<file path="src/rtl/surf_dout_frame_arbiter_if.sv">
// Bus bundle for surf_dout_frame_arbiter.
// Carries the NSURF per-SURF input streams (s_*) and the merged output
// stream (m_*).
//   slave  : the arbiter's view. It sinks the s_* streams and sources m_*.
//   master : the environment's view. It drives the SURF streams and sinks
//            the merged stream.
// Signals:
//   s_tdata  [NSURF*DW]  SURF i data at [DW*i +: DW]
//   s_tvalid [NSURF]     per-SURF valid
//   s_tlast  [NSURF]     per-SURF end of frame
//   s_tready [NSURF]     per-SURF ready
//   m_tdata  [DW]        merged data
//   m_tvalid             merged valid
//   m_tlast              merged end of frame
//   m_tuser  [4]         [2:0] source index of the beat, [3] abort (error) beat
//   m_tready             downstream ready
interface surf_dout_frame_arbiter_if #(
   parameter int NSURF = 7,
   parameter int DW    = 8
);
   logic [NSURF*DW-1:0] s_tdata;
   logic [NSURF-1:0]    s_tvalid;
   logic [NSURF-1:0]    s_tlast;
   logic [NSURF-1:0]    s_tready;
   logic [DW-1:0]       m_tdata;
   logic                m_tvalid;
   logic                m_tlast;
   logic [3:0]          m_tuser;
   logic                m_tready;

   modport slave (
      input  s_tdata, s_tvalid, s_tlast,
      output s_tready,
      output m_tdata, m_tvalid, m_tlast, m_tuser,
      input  m_tready
   );

   modport master (
      output s_tdata, s_tvalid, s_tlast,
      input  s_tready,
      input  m_tdata, m_tvalid, m_tlast, m_tuser,
      output m_tready
   );
endinterface

</file>
<file path="src/rtl/surf_dout_frame_arbiter.sv">
// Frame-level round-robin arbiter. It merges the per-SURF sysclk streams into
// one byte stream for the TURF-bound event path. Whole frames are never
// interleaved. A granted source that stalls mid-frame for TIMEOUT cycles is
// aborted: its frame is closed with an error beat, and the remainder of its
// frame is flushed.
// Ports:
//   sysclk_i       system clock (sole clock)
//   rstn_i         asynchronous active-low reset
//   bus            stream bundle (slave modport): s_* inputs, m_* output
//   enable_i       SURF i may be granted; sampled at grant time and in FLUSH
//   grant_o        currently or last granted SURF index
//   busy_o         high while transferring or flushing a frame
//   frame_count_o  frames completed normally (wraps)
//   abort_count_o  frames aborted by timeout (saturates)
module surf_dout_frame_arbiter #(
   parameter int NSURF   = 7,
   parameter int DW      = 8,
   parameter int TIMEOUT = 1024
) (
   input  logic                     sysclk_i,
   input  logic                     rstn_i,
   surf_dout_frame_arbiter_if.slave bus,
   input  logic [NSURF-1:0]         enable_i,
   output logic [2:0]               grant_o,
   output logic                     busy_o,
   output logic [31:0]              frame_count_o,
   output logic [15:0]              abort_count_o
);

   localparam int             TW         = (TIMEOUT > 1) ? $clog2(TIMEOUT) : 1;
   localparam logic [TW-1:0]  TIMER_LAST = TW'(TIMEOUT - 1);
   localparam logic [2:0]     PTR_RESET  = 3'(NSURF - 1);

   typedef enum logic [1:0] {IDLE, XFER, FLUSH} state_t;

   state_t        state, state_n;
   logic [2:0]    ptr, ptr_n;
   logic [2:0]    grant, grant_n;
   logic [TW-1:0] timer, timer_n;
   logic [31:0]   frame_cnt, frame_cnt_n;
   logic [15:0]   abort_cnt, abort_cnt_n;
   logic [DW-1:0] m_data_q, m_data_n;
   logic          m_valid_q, m_valid_n;
   logic          m_last_q, m_last_n;
   logic [3:0]    m_user_q, m_user_n;

   logic             ld;
   logic [NSURF-1:0] req;
   logic             hit;
   logic [2:0]       hit_idx;
   logic             g_valid, g_last, g_en;
   logic [DW-1:0]    g_data;

   // The output register can take a new beat when it is empty or draining this cycle.
   assign ld = !m_valid_q || bus.m_tready;

   // Round-robin search: indices above ptr first, then wrap to 0..ptr, so the
   // last-served source has the lowest priority.
   // NOTE: every variable written in an always_comb gets a default at the top of the block; a path that leaves one unassigned would infer a latch.
   always_comb begin
      req     = bus.s_tvalid & enable_i;
      hit     = 1'b0;
      hit_idx = 3'd0;
      for (int i = 0; i < NSURF; i++) begin
         if (!hit && req[i] && (3'(i) > ptr)) begin
            hit     = 1'b1;
            hit_idx = 3'(i);
         end
      end
      for (int i = 0; i < NSURF; i++) begin
         if (!hit && req[i] && (3'(i) <= ptr)) begin
            hit     = 1'b1;
            hit_idx = 3'(i);
         end
      end
   end

   // Select the granted source's stream.
   always_comb begin
      g_valid = 1'b0;
      g_last  = 1'b0;
      g_en    = 1'b0;
      g_data  = '0;
      for (int i = 0; i < NSURF; i++) begin
         if (grant == 3'(i)) begin
            g_valid = bus.s_tvalid[i];
            g_last  = bus.s_tlast[i];
            g_en    = enable_i[i];
            g_data  = bus.s_tdata[DW*i +: DW];
         end
      end
   end

   // The ready signal does not depend on s_tvalid. FLUSH drains the source regardless of the output stage.
   always_comb begin
      bus.s_tready = '0;
      for (int i = 0; i < NSURF; i++) begin
         if ((grant == 3'(i)) && (((state == XFER) && ld) || (state == FLUSH)))
            bus.s_tready[i] = 1'b1;
      end
   end

   always_comb begin
      state_n     = state;
      ptr_n       = ptr;
      grant_n     = grant;
      timer_n     = timer;
      frame_cnt_n = frame_cnt;
      abort_cnt_n = abort_cnt;
      m_data_n    = m_data_q;
      m_last_n    = m_last_q;
      m_user_n    = m_user_q;
      m_valid_n   = m_valid_q;
      // The current beat is consumed (or the slot was already empty). The beat stays valid only if it is reloaded below.
      if (ld)
         m_valid_n = 1'b0;

      unique case (state)
         IDLE: begin
            // No beat is accepted in this cycle. The grant costs one bubble per frame.
            if (hit) begin
               grant_n = hit_idx;
               ptr_n   = hit_idx;
               timer_n = '0;
               state_n = XFER;
            end
         end

         XFER: begin
            if (ld) begin
               if (g_valid) begin
                  // A real beat always beats a coincident timeout.
                  m_valid_n = 1'b1;
                  m_data_n  = g_data;
                  m_last_n  = g_last;
                  m_user_n  = {1'b0, grant};
                  timer_n   = '0;
                  if (g_last) begin
                     frame_cnt_n = frame_cnt + 32'd1;
                     state_n     = IDLE;
                  end
               end else if (timer == TIMER_LAST) begin
                  m_valid_n = 1'b1;
                  m_data_n  = '0;
                  m_last_n  = 1'b1;
                  m_user_n  = {1'b1, grant};
                  if (abort_cnt != 16'hFFFF)
                     abort_cnt_n = abort_cnt + 16'd1;
                  state_n = FLUSH;
               end else begin
                  timer_n = timer + TW'(1);
               end
            end
            // With backpressure (ld low) the timer holds, because a stall is not the source's fault.
         end

         FLUSH: begin
            // Beats are discarded. Disabling the source also ends the flush.
            if (!g_en || (g_valid && g_last))
               state_n = IDLE;
         end

         default: state_n = IDLE;
      endcase
   end

   // NOTE: sequential state uses non-blocking assignments so that every register samples pre-edge values, independent of statement order.
   always_ff @(posedge sysclk_i or negedge rstn_i) begin
      if (!rstn_i) begin
         state     <= IDLE;
         ptr       <= PTR_RESET;
         grant     <= 3'd0;
         timer     <= '0;
         frame_cnt <= '0;
         abort_cnt <= '0;
         m_data_q  <= '0;
         m_valid_q <= 1'b0;
         m_last_q  <= 1'b0;
         m_user_q  <= '0;
      end else begin
         state     <= state_n;
         ptr       <= ptr_n;
         grant     <= grant_n;
         timer     <= timer_n;
         frame_cnt <= frame_cnt_n;
         abort_cnt <= abort_cnt_n;
         m_data_q  <= m_data_n;
         m_valid_q <= m_valid_n;
         m_last_q  <= m_last_n;
         m_user_q  <= m_user_n;
      end
   end

   assign bus.m_tdata   = m_data_q;
   assign bus.m_tvalid  = m_valid_q;
   assign bus.m_tlast   = m_last_q;
   assign bus.m_tuser   = m_user_q;
   assign grant_o       = grant;
   assign busy_o        = (state != IDLE);
   assign frame_count_o = frame_cnt;
   assign abort_count_o = abort_cnt;

endmodule

</file>
<file path="src/flat_wrapper.sv">
// flat-port wrapper written by rule: the top's interface ports become plain ports
module surf_dout_frame_arbiter_flat 
#(
   parameter int NSURF   = 7,
   parameter int DW      = 8,
   parameter int TIMEOUT = 1024
)
  (sysclk_i, rstn_i, enable_i, grant_o, busy_o, frame_count_o, abort_count_o, bus_s_tdata, bus_s_tvalid, bus_s_tlast, bus_s_tready, bus_m_tdata, bus_m_tvalid, bus_m_tlast, bus_m_tuser, bus_m_tready);
  surf_dout_frame_arbiter_if #(.NSURF(NSURF), .DW(DW)) bus_i ();
  input  logic sysclk_i;
  input  logic rstn_i;
  input  logic [NSURF-1:0] enable_i;
  output logic [2:0] grant_o;
  output logic busy_o;
  output logic [31:0] frame_count_o;
  output logic [15:0] abort_count_o;
  input wire logic [$bits(bus_i.s_tdata)-1:0] bus_s_tdata;
  input wire logic [$bits(bus_i.s_tvalid)-1:0] bus_s_tvalid;
  input wire logic [$bits(bus_i.s_tlast)-1:0] bus_s_tlast;
  output wire logic [$bits(bus_i.s_tready)-1:0] bus_s_tready;
  output wire logic [$bits(bus_i.m_tdata)-1:0] bus_m_tdata;
  output wire logic [$bits(bus_i.m_tvalid)-1:0] bus_m_tvalid;
  output wire logic [$bits(bus_i.m_tlast)-1:0] bus_m_tlast;
  output wire logic [$bits(bus_i.m_tuser)-1:0] bus_m_tuser;
  input wire logic [$bits(bus_i.m_tready)-1:0] bus_m_tready;
  assign bus_i.s_tdata = bus_s_tdata;
  assign bus_i.s_tvalid = bus_s_tvalid;
  assign bus_i.s_tlast = bus_s_tlast;
  assign bus_s_tready = bus_i.s_tready;
  assign bus_m_tdata = bus_i.m_tdata;
  assign bus_m_tvalid = bus_i.m_tvalid;
  assign bus_m_tlast = bus_i.m_tlast;
  assign bus_m_tuser = bus_i.m_tuser;
  assign bus_i.m_tready = bus_m_tready;
  surf_dout_frame_arbiter #(.NSURF(NSURF), .DW(DW), .TIMEOUT(TIMEOUT)) u_core (.sysclk_i(sysclk_i), .rstn_i(rstn_i), .bus(bus_i), .enable_i(enable_i), .grant_o(grant_o), .busy_o(busy_o), .frame_count_o(frame_count_o), .abort_count_o(abort_count_o));
endmodule
</file>
<file path="config.mk">
export PLATFORM = sky130hd
export DESIGN_NAME = surf_dout_frame_arbiter_flat
export DESIGN_NICKNAME = d
export VERILOG_FILES = /design/src/rtl/surf_dout_frame_arbiter_if.sv /design/src/rtl/surf_dout_frame_arbiter.sv /design/src/flat_wrapper.sv
export SDC_FILE = /design/constraint.sdc
export NUM_CORES = 1
export LEC_CHECK = 0
export CORE_MARGIN = 1.5
export CORE_UTILIZATION = 44
export DETAILED_ROUTE_END_ITERATION = 7
export GPL_ROUTABILITY_DRIVEN = 0
export GPL_TIMING_DRIVEN = 0
export PLACE_DENSITY_LB_ADDON = 0.3
export REMOVE_ABC_BUFFERS = 1
export SYNTH_ARGS = -nofsm -noshare
export SYNTH_HDL_FRONTEND = slang
export SYNTH_SLANG_ARGS = --single-unit
export TNS_END_PERCENT = 5
</file>
<file path="constraint.sdc">
create_clock -name sysclk_i -period 2.81 [get_ports sysclk_i]
set_clock_uncertainty 0.05 [all_clocks]
set_input_delay 0.281 -clock sysclk_i [delete_from_list [all_inputs] [get_ports sysclk_i]]
set_output_delay 0.281 -clock sysclk_i [all_outputs]
set_load 0.02 [all_outputs]
</file>
==> results of run 1 <==
worst max-delay path, stage by stage, from the launching register on:
cell and delay [ns]:
dfrtp_4 0.78, nor2b_2 0.20, a211o_1 0.42, o22a_1 0.32, a21oi_2 0.45, mux2_2 0.39
what timing repair did:
item | 4_1_cts | 5_1_grt
hold endpoints to repair | 9 | 0
endpoints found under the setup margin | 76 | 24
hold buffers | 1 | 0
resized for setup | 7 | 4
pin swaps | 1 | 0
setup buffers | 2 | 0
synth_stat cells (10+ instances only):
cell     number
and3_1       12
buf_2        10
dfrtp_1      77
inv_1        22
mux2i_1      14
nand2_1      48
nand3_1      31
nand4_1      17
nor2_1       50
nor3_1       25
o21ai_0      12
xnor2_1      19
xor2_1       27
cells by family (layout without fill, tap and decap cells):
| logic type | count (synthesis) | count (layout) | share of synthesized area [%] |
|---|---|---|---|
| AND/OR/NAND/NOR | 231 | 231 | 24.7 |
| AO/OA/AOI/OAI | 84 | 84 | 14.0 |
| flip-flops | 79 | 79 | 40.6 |
| buffers and inverters | 48 | 194 | 4.80 |
| XOR/XNOR | 46 | 46 | 8.27 |
| multiplexers | 28 | 28 | 6.81 |
| adder cells (fa/ha/maj) | 3 | 3 | 0.771 |
per-stage QoR:
step / power (mW) / cell area, um^2 / hold slack (ns) / std cells / setup TNS (ns)
after detailed placement: 4.37 / 6480 / 0.0871 / 787 / -13.77
after CTS: 5.42 / 6750 / 0.231 / 805 / 0
after global routing: 5.76 / 6770 / 0.247 / 805 / 0
after global placement: 4.01 / 6420 / 0.408 / 785 / -269.78
after floorplan: 3.20 / 4720 / -0.0646 / 493 / -80.50
final: 5.43 / 6770 / 0.245 / 805 / 0
metal layers:
metal / vias to the layer above / track usage (%) / part of all wire [%]
li1: 2163 / - / -
met1: 2269 / 31.6 / 42
met2: 219 / 41.6 / 48
met3: 25 / 5.12 / 8.1
met4: 0 / 9.21 / 2.2
met5: - / 0 / 0
flip-flops by register name, summed over array words and instances, names as in the netlist, named ones only:
signal                cells
u_core.frame_count_o     32
u_core.abort_count_o     16
u_core.timer             10
u_core.bus.m_tdata        8
u_core.bus.m_tuser        4
u_core.grant_o            3
u_core.ptr                2
u_core.state              2
u_core.bus.m_tlast        1
power by group:
part	internal (mW)	switching, mW
logic	1.24	1.54
clock network	0.518	0.425
registers	1.34	0.368
layout make-up:
type	count	area [um^2]	share of cell area (%)
tap	140	175	2.59
multi-input combinational	392	2690	39.8
clock buffer	11	141	2.09
sequential	79	1990	29.4
inverter	22	86.3	1.28
clock inverter	4	70.1	1.04
timing repair buffer	157	1610	23.8
worst paths after layout:
| kind | from | end | slack, ns |
|---|---|---|---|
| worst max register to register | u_core.grant_o[1] | u_core.bus.m_tuser[1] | 0.06 |
| min in group sysclk_i | u_core.frame_count_o[31] | u_core.frame_count_o[31] | 0.43 |
| worst min-delay path | rstn_i | u_core.frame_count_o[7] | 0.24 |
| worst min register to register | u_core.frame_count_o[31] | u_core.frame_count_o[31] | 0.43 |
| worst max-delay path | u_core.grant_o[1] | u_core.bus.m_tuser[1] | 0.06 |
| max in group asynchronous | rstn_i | u_core.ptr[1] | 1.87 |
==> results_dict.tcl, run 1 <==
set metrics [dict create \
    status "finished, final reports clean" \
    arrival_ns 2.95 \
    drv_slew 0 \
    firstDrtPassIters 5 \
    setup_viol 0 \
    period_needed_ns 2.75 \
    required_ns 3.01 \
    synth_cells 519 \
    ios 153 \
    viasPerCell 5.81 \
    ys_ff_latch 79 \
    final_hold_viol_count 0 \
    wl_um 14200 \
    layout_setup_ws_ns 0.0638 \
    routedWlPerCell_um 17.7 \
    async_flop_share_pct 100 \
    grt_pass1_vias 4594 \
    power_density_nw_per_um2 803 \
    yosys_warnings 0 \
    p_leak_nw 2.85 \
    fmax_ghz 0.364 \
    cts.reportedPaths.clkPinSlew_ns 0.08 \
    final_common_cell "clkdlybuf4s50_1" \
    fin_util_pct 62.7 \
    path_class "register to register" \
    cp-end-kind "register" \
    synthFlopType "dfrtp_1" \
    antenna_found_initial 0 \
    die-area_um2 11700 \
    area_growth_pct 38.9 \
    irDropWorstVdd_uv 500 \
    postRouteAntennaNets 0 \
    post-synth-top-area-fraction_pct 39.6 \
    post-place-ws_ns -0.368 \
    fillers 935 \
    core_um2 10800 \
    max-slew-margin-rel_pct 50.4 \
    fp-row-count 38 \
    clock-sinks 79 \
    syn_area_per_cell_um2 9.39 \
    yosys.area.top_type "dfrtp_1" \
    diodes 0 \
    synth_area_um2 4870 \
    maxCapViolCount 0 \
    final_nets 744 \
    drive_gt1_share_pct 8.27 \
    drcViolationCount 0 \
    fin_crit_sh_pct 97.7 \
    synth_area_leaders "dfrtp_1 (40%), xor2_1 (4.9%), nor2_1 (3.9%)" \
    route.vias.total 4676 \
    final_cell_mix "clkdlybuf4s50_1 (151), dfrtp_1 (74), nor2_1 (50)" \
    cp_max_fo 40 \
    initial_utilization_pct 45.1 \
    grt_first_pass_wirelength_um 23000 \
    grt_overflow 0 \
    cts_made_buffers 9 \
    grt_usage_pct 24.8 \
    grt_max_degree 71 \
    dieWidth_um 108 \
    clk_path_buf_depth 2 \
    tightest_slew_ns 0.743 \
    hpwl_um 10300 \
    fp.dieH_um 108 \
    ys_seq_area_share_pct 40.6 \
    synth_edf_count 0 \
    root_buffer "clkbuf_8" \
    rsz0062_at_grt "no" \
    cts_tree "yes" \
    clk_latency_ns 0.36 \
    drtIter0Drc 366 \
    cts_max_level 3 \
    numPortBuffers 152 \
    yosysUniqueCellTypes 70 \
    r2r.worst_path.cells 5 \
    hold_path.class "primary input to asynchronous set/reset pin" \
    critPathLaunchType "register" \
]
Note: power is estimated with default switching activity, not from simulation.
==> run 2: changes to the inputs <==
Clock period 2.81 ns to 2.8 ns, I/O delays scaled along.
==> results_dict.tcl, run 2 (synthesis gave the netlist of run 1 again) <==
set metrics [dict create \
    status "finished, final reports clean" \
    viasPerCell 5.75 \
    required_ns 2.47 \
    r2r_start "u_core.grant_o[1]" \
    grt_max_degree 71 \
    max-slew-margin-rel_pct 50.6 \
    core_um2 10800 \
    cts_tree "yes" \
    grt_first_pass_wirelength_um 23000 \
    arrival_ns 2.37 \
    critPathLaunchType "register" \
    clock-sinks 79 \
    timing.rr.end "u_core.frame_count_o[1]" \
    drv_slew 0 \
    clk_latency_ns 0.36 \
    setup_viol 0 \
    root_buffer "clkbuf_8" \
    r2r.worst_path.cells 5 \
    diodes 0 \
    final_nets 746 \
    grt_overflow 0 \
    antenna_found_initial 0 \
    area_growth_pct 39.6 \
    routedWlPerCell_um 17.6 \
    drtIter0Drc 377 \
    p_leak_nw 2.89 \
    layout_setup_ws_ns 0.105 \
    maxCapViolCount 0 \
    ios 153 \
    cp-end-kind "primary output" \
    path_class "register to primary output" \
    period_needed_ns 2.70 \
    die-area_um2 11700 \
    fin_util_pct 63.0 \
    timing.hold.ws_ns 0.242 \
    largest_reg_flops 32 \
    cts.reportedPaths.clkPinSlew_ns 0.09 \
    route.vias.total 4641 \
    tightest_slew_ns 0.740 \
    clk_path_buf_depth 2 \
    dieWidth_um 108 \
    post-place-ws_ns -0.378 \
    cp_max_fo 18 \
    rsz0062_at_grt "no" \
    final_common_cell "clkdlybuf4s50_1" \
    power_density_nw_per_um2 804 \
    final_cell_mix "clkdlybuf4s50_1 (150), dfrtp_1 (74), nor2_1 (50)" \
    p_total_mw 5.46 \
    drive_gt1_share_pct 8.40 \
    grt_pass1_vias 4594 \
    initial_utilization_pct 45.1 \
    postRouteAntennaNets 0 \
    wl_um 14200 \
    drcViolationCount 0 \
    firstDrtPassIters 5 \
    fp-row-count 38 \
    grt_usage_pct 24.8 \
    cts_made_buffers 9 \
    hpwl_um 10300 \
    fin_crit_sh_pct 96.3 \
    fp.dieH_um 108 \
    cts_max_level 3 \
    final_hold_viol_count 0 \
    r2r_slack_ns 0.14 \
    fmax_ghz 0.371 \
    hold_path.class "primary input to asynchronous set/reset pin" \
    irDropWorstVdd_uv 502 \
    numPortBuffers 152 \
]
## run 2: layout make-up
cell class	count	area, um^2
clock buffers	11	141
clock inverters	4	70.1
fillers	937	3990
inverters	22	86.3
multi-input cells	392	2700
flip-flops and latches	79	1990
well taps	140	175
repair buffers	159	1640
## run 2: worst max path at each step
stage	start	end	cells past startpoint
after floorplan	u_core.grant_o[1]	u_core.timer[5]	5
after detailed placement	u_core.grant_o[1]	u_core.timer[8]	6
after global placement	u_core.grant_o[1]	u_core.timer[8]	5
after global routing	u_core.state[0]	bus_s_tready[1]	6
after CTS	u_core.grant_o[2]	bus_s_tready[1]	4
final	u_core.state[0]	bus_s_tready[1]	6
## run 2: metrics by stage
step,cell area [um^2],TNS (ns),std cells
5_1_grt,6800,0,807
3_5_place_dp,6480,-14.51,787
6_report,6800,0,807
2_1_floorplan,4720,-81.06,493
4_1_cts,6750,-0.00609,805
3_3_place_gp,6420,-271.29,785
## run 2: repair_timing
action                                  CTS  global route
hold buffers                              1             0
cloned                                    0             0
gates resized for setup                   7             5
pin swaps                                 1             1
endpoints found under the hold margin     9             0
endpoints found under the setup margin   76            28
buffers inserted                          2             2
## run 2: per-layer routing
metal  vias to the layer above  track usage [%]  wire length (um)
met1                      2247             31.6              6110
met4                         0             9.21               253
met2                       202             41.6              6760
li1                       2173                -                 -
met3                        19             5.12              1100
met5                         -                0                 0
## run 2: power by group
group / switching, mW / leakage, nW / internal (mW)
clock network: 0.434 / 0.109 / 0.520
logic: 1.55 / 1.74 / 1.26
registers: 0.367 / 1.04 / 1.34
## run 2: worst max-delay path, stage by stage, from the launching register on
cell and delay, ns:
dfrtp_1 0.43, nor2b_4 0.31, nand2_4 0.20, nand2_1 0.17
nand2_1 0.12, nor2_1 0.15, clkdlybuf4s50_1 0.61
